<file path="config.mk">
export PLATFORM = sky130hd
export DESIGN_NAME = windowed_bit_vote_flat
export DESIGN_NICKNAME = d
export VERILOG_FILES = /design/src/rtl/windowed_bit_vote_pkg.sv /design/src/rtl/windowed_bit_vote_if.sv /design/src/rtl/windowed_bit_vote_shreg.sv /design/src/rtl/windowed_bit_vote.sv /design/src/flat_wrapper.sv
export SDC_FILE = /design/constraint.sdc
export NUM_CORES = 1
export LEC_CHECK = 0
export BUFFER_PORTS_ARGS = -buffer_cell sky130_fd_sc_hd__buf_2
export CORE_MARGIN = 3
export CORE_UTILIZATION = 54
export CTS_BUF_LIST = sky130_fd_sc_hd__clkbuf_8 sky130_fd_sc_hd__clkbuf_16
export CTS_CLUSTER_SIZE = 16
export DETAILED_ROUTE_END_ITERATION = 6
export PLACE_DENSITY = 0.84
export SLEW_MARGIN = 20
export SYNTH_ARGS = -nofsm -noshare
export SYNTH_HDL_FRONTEND = slang
export SYNTH_HIERARCHICAL = 1
export SYNTH_SLANG_ARGS = --single-unit
</file>
<file path="constraint.sdc">
create_clock -name clock -period 3.2 [get_ports clock]
set_input_delay 0.64 -clock clock [delete_from_list [all_inputs] [get_ports clock]]
set_output_delay 0.64 -clock clock [all_outputs]
set_load 0.05 [all_outputs]
</file>
<file path="src/rtl/windowed_bit_vote_pkg.sv">
// windowed_vote_pkg: shared types and the vote rule for windowed_bit_vote.
//   win_state_t    : window occupancy state (EMPTY / FILLING / FULL)
//   MODE_MINORITY  : mode=0, dout=1 when zeros outnumber ones
//   MODE_MAJORITY  : mode=1, dout=1 when ones outnumber zeros
//   vote()         : decision for a complete window of w bits holding 'ones' ones
package windowed_vote_pkg;

  typedef enum logic [1:0] {
    EMPTY   = 2'd0,
    FILLING = 2'd1,
    FULL    = 2'd2
  } win_state_t;

  localparam logic MODE_MINORITY = 1'b0;
  localparam logic MODE_MAJORITY = 1'b1;

  // Decision for one complete window. A tie is only possible for even w.
  function automatic logic vote(input int unsigned ones, input int unsigned w,
                                input logic mode, input logic tie);
    int unsigned zeros;
    zeros = w - ones;
    if (zeros == ones) return tie;
    if (mode == MODE_MAJORITY) return (ones > zeros);
    return (zeros > ones);
  endfunction

endpackage

</file>
<file path="src/rtl/windowed_bit_vote_if.sv">
// windowed_bit_vote_if: serial bit stream in, per-window decisions out.
//   clear       : synchronous window flush (wins over din_valid)
//   din_valid   : din is accepted this cycle
//   din         : serial data bit
//   mode        : 0 = minority vote, 1 = majority vote (sampled with the bit)
//   dout_valid  : one-cycle pulse, dout/ones_count describe a complete window
//   dout        : vote result
//   ones_count  : ones in the current window contents
//   window_full : window holds W valid bits
// master = stream source, slave = detector.
interface windowed_bit_vote_if #(
  parameter int CW = 3
) ();
  logic          clear;
  logic          din_valid;
  logic          din;
  logic          mode;
  logic          dout_valid;
  logic          dout;
  logic [CW-1:0] ones_count;
  logic          window_full;

  modport master (
    output clear, din_valid, din, mode,
    input  dout_valid, dout, ones_count, window_full
  );

  modport slave (
    input  clear, din_valid, din, mode,
    output dout_valid, dout, ones_count, window_full
  );
endinterface

</file>
<file path="src/rtl/windowed_bit_vote_shreg.sv">
// bit_window_shreg: W-deep serial shift register holding the last W accepted
// bits, with an oldest-bit tap used for the incremental ones count.
//   clock   : rising-edge clock
//   reset_n : asynchronous active-low reset, empties the register
//   en      : shift din in this cycle
//   clr     : synchronous clear (priority over en)
//   din     : bit shifted into position 0
//   oldest  : bit that leaves on the next shift (position W-1)
module bit_window_shreg #(
  parameter int W = 5
) (
  input  logic clock,
  input  logic reset_n,
  input  logic en,
  input  logic clr,
  input  logic din,
  output logic oldest
);

  logic [W-1:0] sr_p0;

  always_ff @(posedge clock or negedge reset_n) begin
    if (!reset_n) begin
      sr_p0 <= '0;
    end else if (clr) begin
      sr_p0 <= '0;
    end else if (en) begin
      sr_p0 <= {sr_p0[W-2:0], din};
    end
  end

  assign oldest = sr_p0[W-1];

endmodule

</file>
<file path="src/rtl/windowed_bit_vote.sv">
// windowed_bit_vote: streaming minority/majority detector over a serial bit
// stream with a W-bit window, sliding (decision per accepted bit once full)
// or tumbling (decision per W accepted bits).
//   clock   : rising-edge clock
//   reset_n : asynchronous active-low reset; all outputs 0, state EMPTY
//   bus     : windowed_bit_vote_if slave (stream in, decisions out)
// Parameters: W window depth (>=2), SLIDING window style, TIE_VALUE result
// for ones == zeros, CW derived count width.
module windowed_bit_vote
  import windowed_vote_pkg::*;
#(
  parameter int W         = 5,
  parameter bit SLIDING   = 1'b1,
  parameter bit TIE_VALUE = 1'b1,
  parameter int CW        = $clog2(W + 1)
) (
  input  logic               clock,
  input  logic               reset_n,
  windowed_bit_vote_if.slave bus
);

  win_state_t    state_p0, state_nxt;
  logic [CW-1:0] fill_p0, fill_nxt;
  logic [CW-1:0] ones_p0, ones_nxt;
  logic          dout_p0, dout_nxt;
  logic          vld_p0, vld_nxt;
  logic          full_p0, full_nxt;

  logic          sr_en;
  logic          sr_clr;
  logic          oldest;

  // Effective occupancy/count the incoming bit builds on. In tumbling mode
  // the cycle after a decision starts from an empty window.
  logic [CW-1:0] base_fill;
  logic [CW-1:0] base_ones;

  bit_window_shreg #(.W(W)) u_shreg (
    .clock   (clock),
    .reset_n (reset_n),
    .en      (sr_en),
    .clr     (sr_clr),
    .din     (bus.din),
    .oldest  (oldest)
  );

  always_comb begin
    state_nxt = state_p0;
    fill_nxt  = fill_p0;
    ones_nxt  = ones_p0;
    dout_nxt  = dout_p0;
    vld_nxt   = 1'b0;
    full_nxt  = full_p0;
    sr_en     = 1'b0;
    sr_clr    = 1'b0;
    base_fill = fill_p0;
    base_ones = ones_p0;

    if (bus.clear) begin
      // Flush; an accepted bit in the same cycle is dropped, dout holds.
      state_nxt = EMPTY;
      fill_nxt  = '0;
      ones_nxt  = '0;
      full_nxt  = 1'b0;
      sr_clr    = 1'b1;
    end else begin
      // Tumbling: the completed window is shown for exactly one cycle,
      // then the window empties whether or not a new bit arrives.
      if (!SLIDING && state_p0 == FULL) begin
        state_nxt = EMPTY;
        base_fill = '0;
        base_ones = '0;
        fill_nxt  = '0;
        ones_nxt  = '0;
        full_nxt  = 1'b0;
      end

      if (bus.din_valid) begin
        sr_en = 1'b1;
        if (SLIDING && state_p0 == FULL) begin
          // Modular arithmetic: the intermediate may wrap, the result is
          // always within 0..W.
          ones_nxt = ones_p0 + CW'(bus.din) - CW'(oldest);
          fill_nxt = CW'(W);
        end else begin
          ones_nxt = base_ones + CW'(bus.din);
          fill_nxt = base_fill + CW'(1);
        end

        full_nxt = (fill_nxt == CW'(W));

        if (fill_nxt == CW'(W)) begin
          state_nxt = FULL;
          vld_nxt   = 1'b1;
          dout_nxt  = vote(int'(ones_nxt), W, bus.mode, TIE_VALUE);
          // Tumbling windows never look at old bits; drop them with the
          // decision so the next window starts from zeros.
          if (!SLIDING) sr_clr = 1'b1;
        end else begin
          state_nxt = FILLING;
        end
      end
    end
  end

  // Stage boundary: every output and the window state register here.
  always_ff @(posedge clock or negedge reset_n) begin
    if (!reset_n) begin
      state_p0 <= EMPTY;
      fill_p0  <= '0;
      ones_p0  <= '0;
      dout_p0  <= 1'b0;
      vld_p0   <= 1'b0;
      full_p0  <= 1'b0;
    end else begin
      state_p0 <= state_nxt;
      fill_p0  <= fill_nxt;
      ones_p0  <= ones_nxt;
      dout_p0  <= dout_nxt;
      vld_p0   <= vld_nxt;
      full_p0  <= full_nxt;
    end
  end

  assign bus.dout_valid  = vld_p0;
  assign bus.dout        = dout_p0;
  assign bus.ones_count  = ones_p0;
  assign bus.window_full = full_p0;

endmodule

</file>
<file path="src/flat_wrapper.sv">
// flat-port wrapper written by rule: the top's interface ports become plain ports
module windowed_bit_vote_flat import windowed_vote_pkg::*;
#(
  parameter int W         = 5,
  parameter bit SLIDING   = 1'b1,
  parameter bit TIE_VALUE = 1'b1,
  parameter int CW        = $clog2(W + 1)
)
  (clock, reset_n, bus_clear, bus_din_valid, bus_din, bus_mode, bus_dout_valid, bus_dout, bus_ones_count, bus_window_full);
  windowed_bit_vote_if #(.CW(CW)) bus_i ();
  input  logic clock;
  input  logic reset_n;
  input wire logic [$bits(bus_i.clear)-1:0] bus_clear;
  input wire logic [$bits(bus_i.din_valid)-1:0] bus_din_valid;
  input wire logic [$bits(bus_i.din)-1:0] bus_din;
  input wire logic [$bits(bus_i.mode)-1:0] bus_mode;
  output wire logic [$bits(bus_i.dout_valid)-1:0] bus_dout_valid;
  output wire logic [$bits(bus_i.dout)-1:0] bus_dout;
  output wire logic [$bits(bus_i.ones_count)-1:0] bus_ones_count;
  output wire logic [$bits(bus_i.window_full)-1:0] bus_window_full;
  assign bus_i.clear = bus_clear;
  assign bus_i.din_valid = bus_din_valid;
  assign bus_i.din = bus_din;
  assign bus_i.mode = bus_mode;
  assign bus_dout_valid = bus_i.dout_valid;
  assign bus_dout = bus_i.dout;
  assign bus_ones_count = bus_i.ones_count;
  assign bus_window_full = bus_i.window_full;
  windowed_bit_vote #(.W(W), .SLIDING(SLIDING), .TIE_VALUE(TIE_VALUE), .CW(CW)) u_core (.clock(clock), .reset_n(reset_n), .bus(bus_i));
endmodule
</file>
==> results.toml <==
[outcome]
status = "complete, no violations"

[critical_path]
crit_start = "bus_din"
r2r_slack_ps = 240
crit_fanout = 2
r2r_cells = 12
cp.required_ps = 3330
path_class = "primary input to register"
end_kind = "register"
cp.arrival_ps = 3190
r2r_end = "u_core/bus.dout"
cp-start-kind = "primary input"
r2r_start = "u_core/bus.ones_count[0]"

[route]
dr.pass1.iters = 4
drt_first_iter_violations = 12
vias = 608
post_drt_wl_per_cell_um = 14.2
via_per_inst = 5.53
ant_nets = 0
drc_errors = 0
routed_wirelength_mm = 1.56

[timing]
hold_violations = 0
holdWs_ps = 285
clock.fmax_mhz = 326
rsz0062_at_grt = "false"
clock_skew_ps = 5.02
fin_ws_ps = 135
finalCritPeriodShare = 0.958
setup_violations = 0
finalWorstPathRequiredPeriod_ps = 3060
tightest_slew_ps = 626
relSlewSlack = 0.581
slew_violations = 0

[placed_design]
placed_area_um2 = 898
place_inst = 106
dpl_worst_slack_ps = -126
hpwlAfterDp_mm = 1.10
gp_congestion = 0.748
place.port_buffers = 11

[cts]
root_buffer = "clkbuf_8"
htree_num_levels = 1
cts_setup_buffers = 0
clk_latency_ps = 250
cts.sinks = 15
cts.hold.buffers_added = 0
cts_buffers = 3
cts_resized = 0
cts_tree = "yes"
cts_max_path_buffers = 2
cts.clk_slew.worst_paths_ps = 60

[global_route]
grt_pass1_wl_mm = 2.87
grt_start_max_net_pins = 16
grt_usage = 0.193
gr-total-overflow = 0
antenna_found_initial = 0
grt_pass1_vias = 631

[run]
cap_violations = 0

[finish]
fin_nets = 109
area_growth_pct = 12.5
n_antenna_cell = 0
drive_above_1_share = 0.221
nFillCells = 105
stdcell_count = 110
design_area_um2 = 945

[synth]
syn-mean-instance-area_um2 = 10.2
yosys_warnings = 6
yosysUniqueCellTypes = 25
synth_area_um2 = 840
yosysSeqAreaShare = 0.447
syn_inst = 82
syn_nets = 95
ys_ff_latch = 15

[die]
initial_utilization = 0.607
core-area_um2 = 1380
dieArea_um2 = 2060
io_pins = 12
rows = 13
die_x_um = 45.4
fp.dieH_um = 45.4

[hold_path]
worstHoldPathType = "primary input to async pin"

[power_and_ir_drop]
ir_worst_vdd_uv = 266
cellPowerDensity_nw_per_um2 = 479
leakage_nw = 0.479
-- worst max-delay path by stage --
stage                            to  cells past startpoint
detailed placement  u_core/bus.dout                     13
global placement    u_core/bus.dout                     13
floorplan           u_core/bus.dout                     12
global route        u_core/bus.dout                     13
finish              u_core/bus.dout                     13
CTS                 u_core/bus.dout                     13
-- critical path: stages --
cell	delay, ps
buf_2	110
ha_1	200
ha_1	290
inv_1	50
ha_1	190
nand3b_1	100
xor2_1	220
xor2_1	220
ha_1	260
or2_2	280
a311oi_2	270
xnor2_1	100
mux2_4	250
-- where the power goes --
| part | internal, mW | total, mW | switching (mW) |
|---|---|---|---|
| Clock | 0.0861 | 0.152 | 0.0659 |
| Sequential | 0.200 | 0.208 | 0.00819 |
| Combinational | 0.0345 | 0.0925 | 0.0580 |
| Total | 0.320 | 0.452 | 0.132 |
-- through the flow --
step                utilization  TNS (ps)  power, mW
floorplan                     -         0      0.278
global placement          0.650         0      0.300
detailed placement        0.650      -126      0.303
CTS                       0.683         0      0.454
global route              0.683         0      0.476
finish                    0.683         0      0.452
-- flip-flops by register name, indices dropped and copies added, names as in the netlist --
register                cells
u_core/bus.window_full      1
u_core/bus.dout_valid       1
u_core/state_p0             1
u_core/base_fill            3
u_core/u_shreg/sr_p0        5
u_core/bus.dout             1
u_core/bus.ones_count       3
-- cells in the final DEF (no fill, tap or decap), types with 3 or more instances in the layout --
cell type  count
mux2i_1        5
buf_2         11
nand3_1        3
a211oi_1       3
dfrtp_1       15
o21ai_0        4
ha_1           7
nor2_1        13
a21oi_1        4
clkbuf_8       3
inv_1          5
-- final cells by class --
class | count | area, um^2 | share of cell area
multi-input cells | 58 | 415 | 0.440
flip-flops and latches | 15 | 375 | 0.397
repair buffers | 13 | 70.1 | 0.0742
clock buffers | 3 | 41.3 | 0.0437
inverters | 5 | 18.8 | 0.0199
well taps | 15 | 18.8 | 0.0199
clock inverters | 1 | 5.00 | 0.00530
-- logic make-up (layout without fill, tap and decap cells) --
kind of cell,count (synthesis),count (layout),share of synthesized area
flip-flops,15,15,0.447
adder cells (fa/ha/maj),7,7,0.104
buffers and inverters,9,22,0.0581
AND/OR/NAND/NOR,26,26,0.149
multiplexers,6,6,0.0775
XOR/XNOR,4,4,0.0417
AO/OA/AOI/OAI,15,15,0.122
-- layer usage --
metal  track usage  part of all wire
met4        0.0877            0.0077
met5             0                 0
met3        0.0356             0.031
met1         0.271              0.50
met2         0.287              0.46
-- synthesized netlist by cell type (all sizes together) --
cell	instances	area, um^2
o21a	1	7.51
nor3	2	10.0
buf	2	22.5
nand2	2	7.51
nand3b	1	7.51
ha	7	87.6
a211oi	3	22.5
nand3	3	15.0
inv	5	18.8
o211a	1	10.0
a311oi	1	15.0
clkbuf	2	7.51
dfrtp	15	375
or3	1	6.26
and4b	1	11.3
or2	1	6.26
mux2	1	15.0
mux2i	5	50.1
a21oi	4	20.0
nor2	13	48.8
xor2	2	17.5
a22oi	1	7.51
o21ai	4	20.0
nand2b	2	12.5
xnor2	2	17.5
Power figures use the tool's default switching activity.
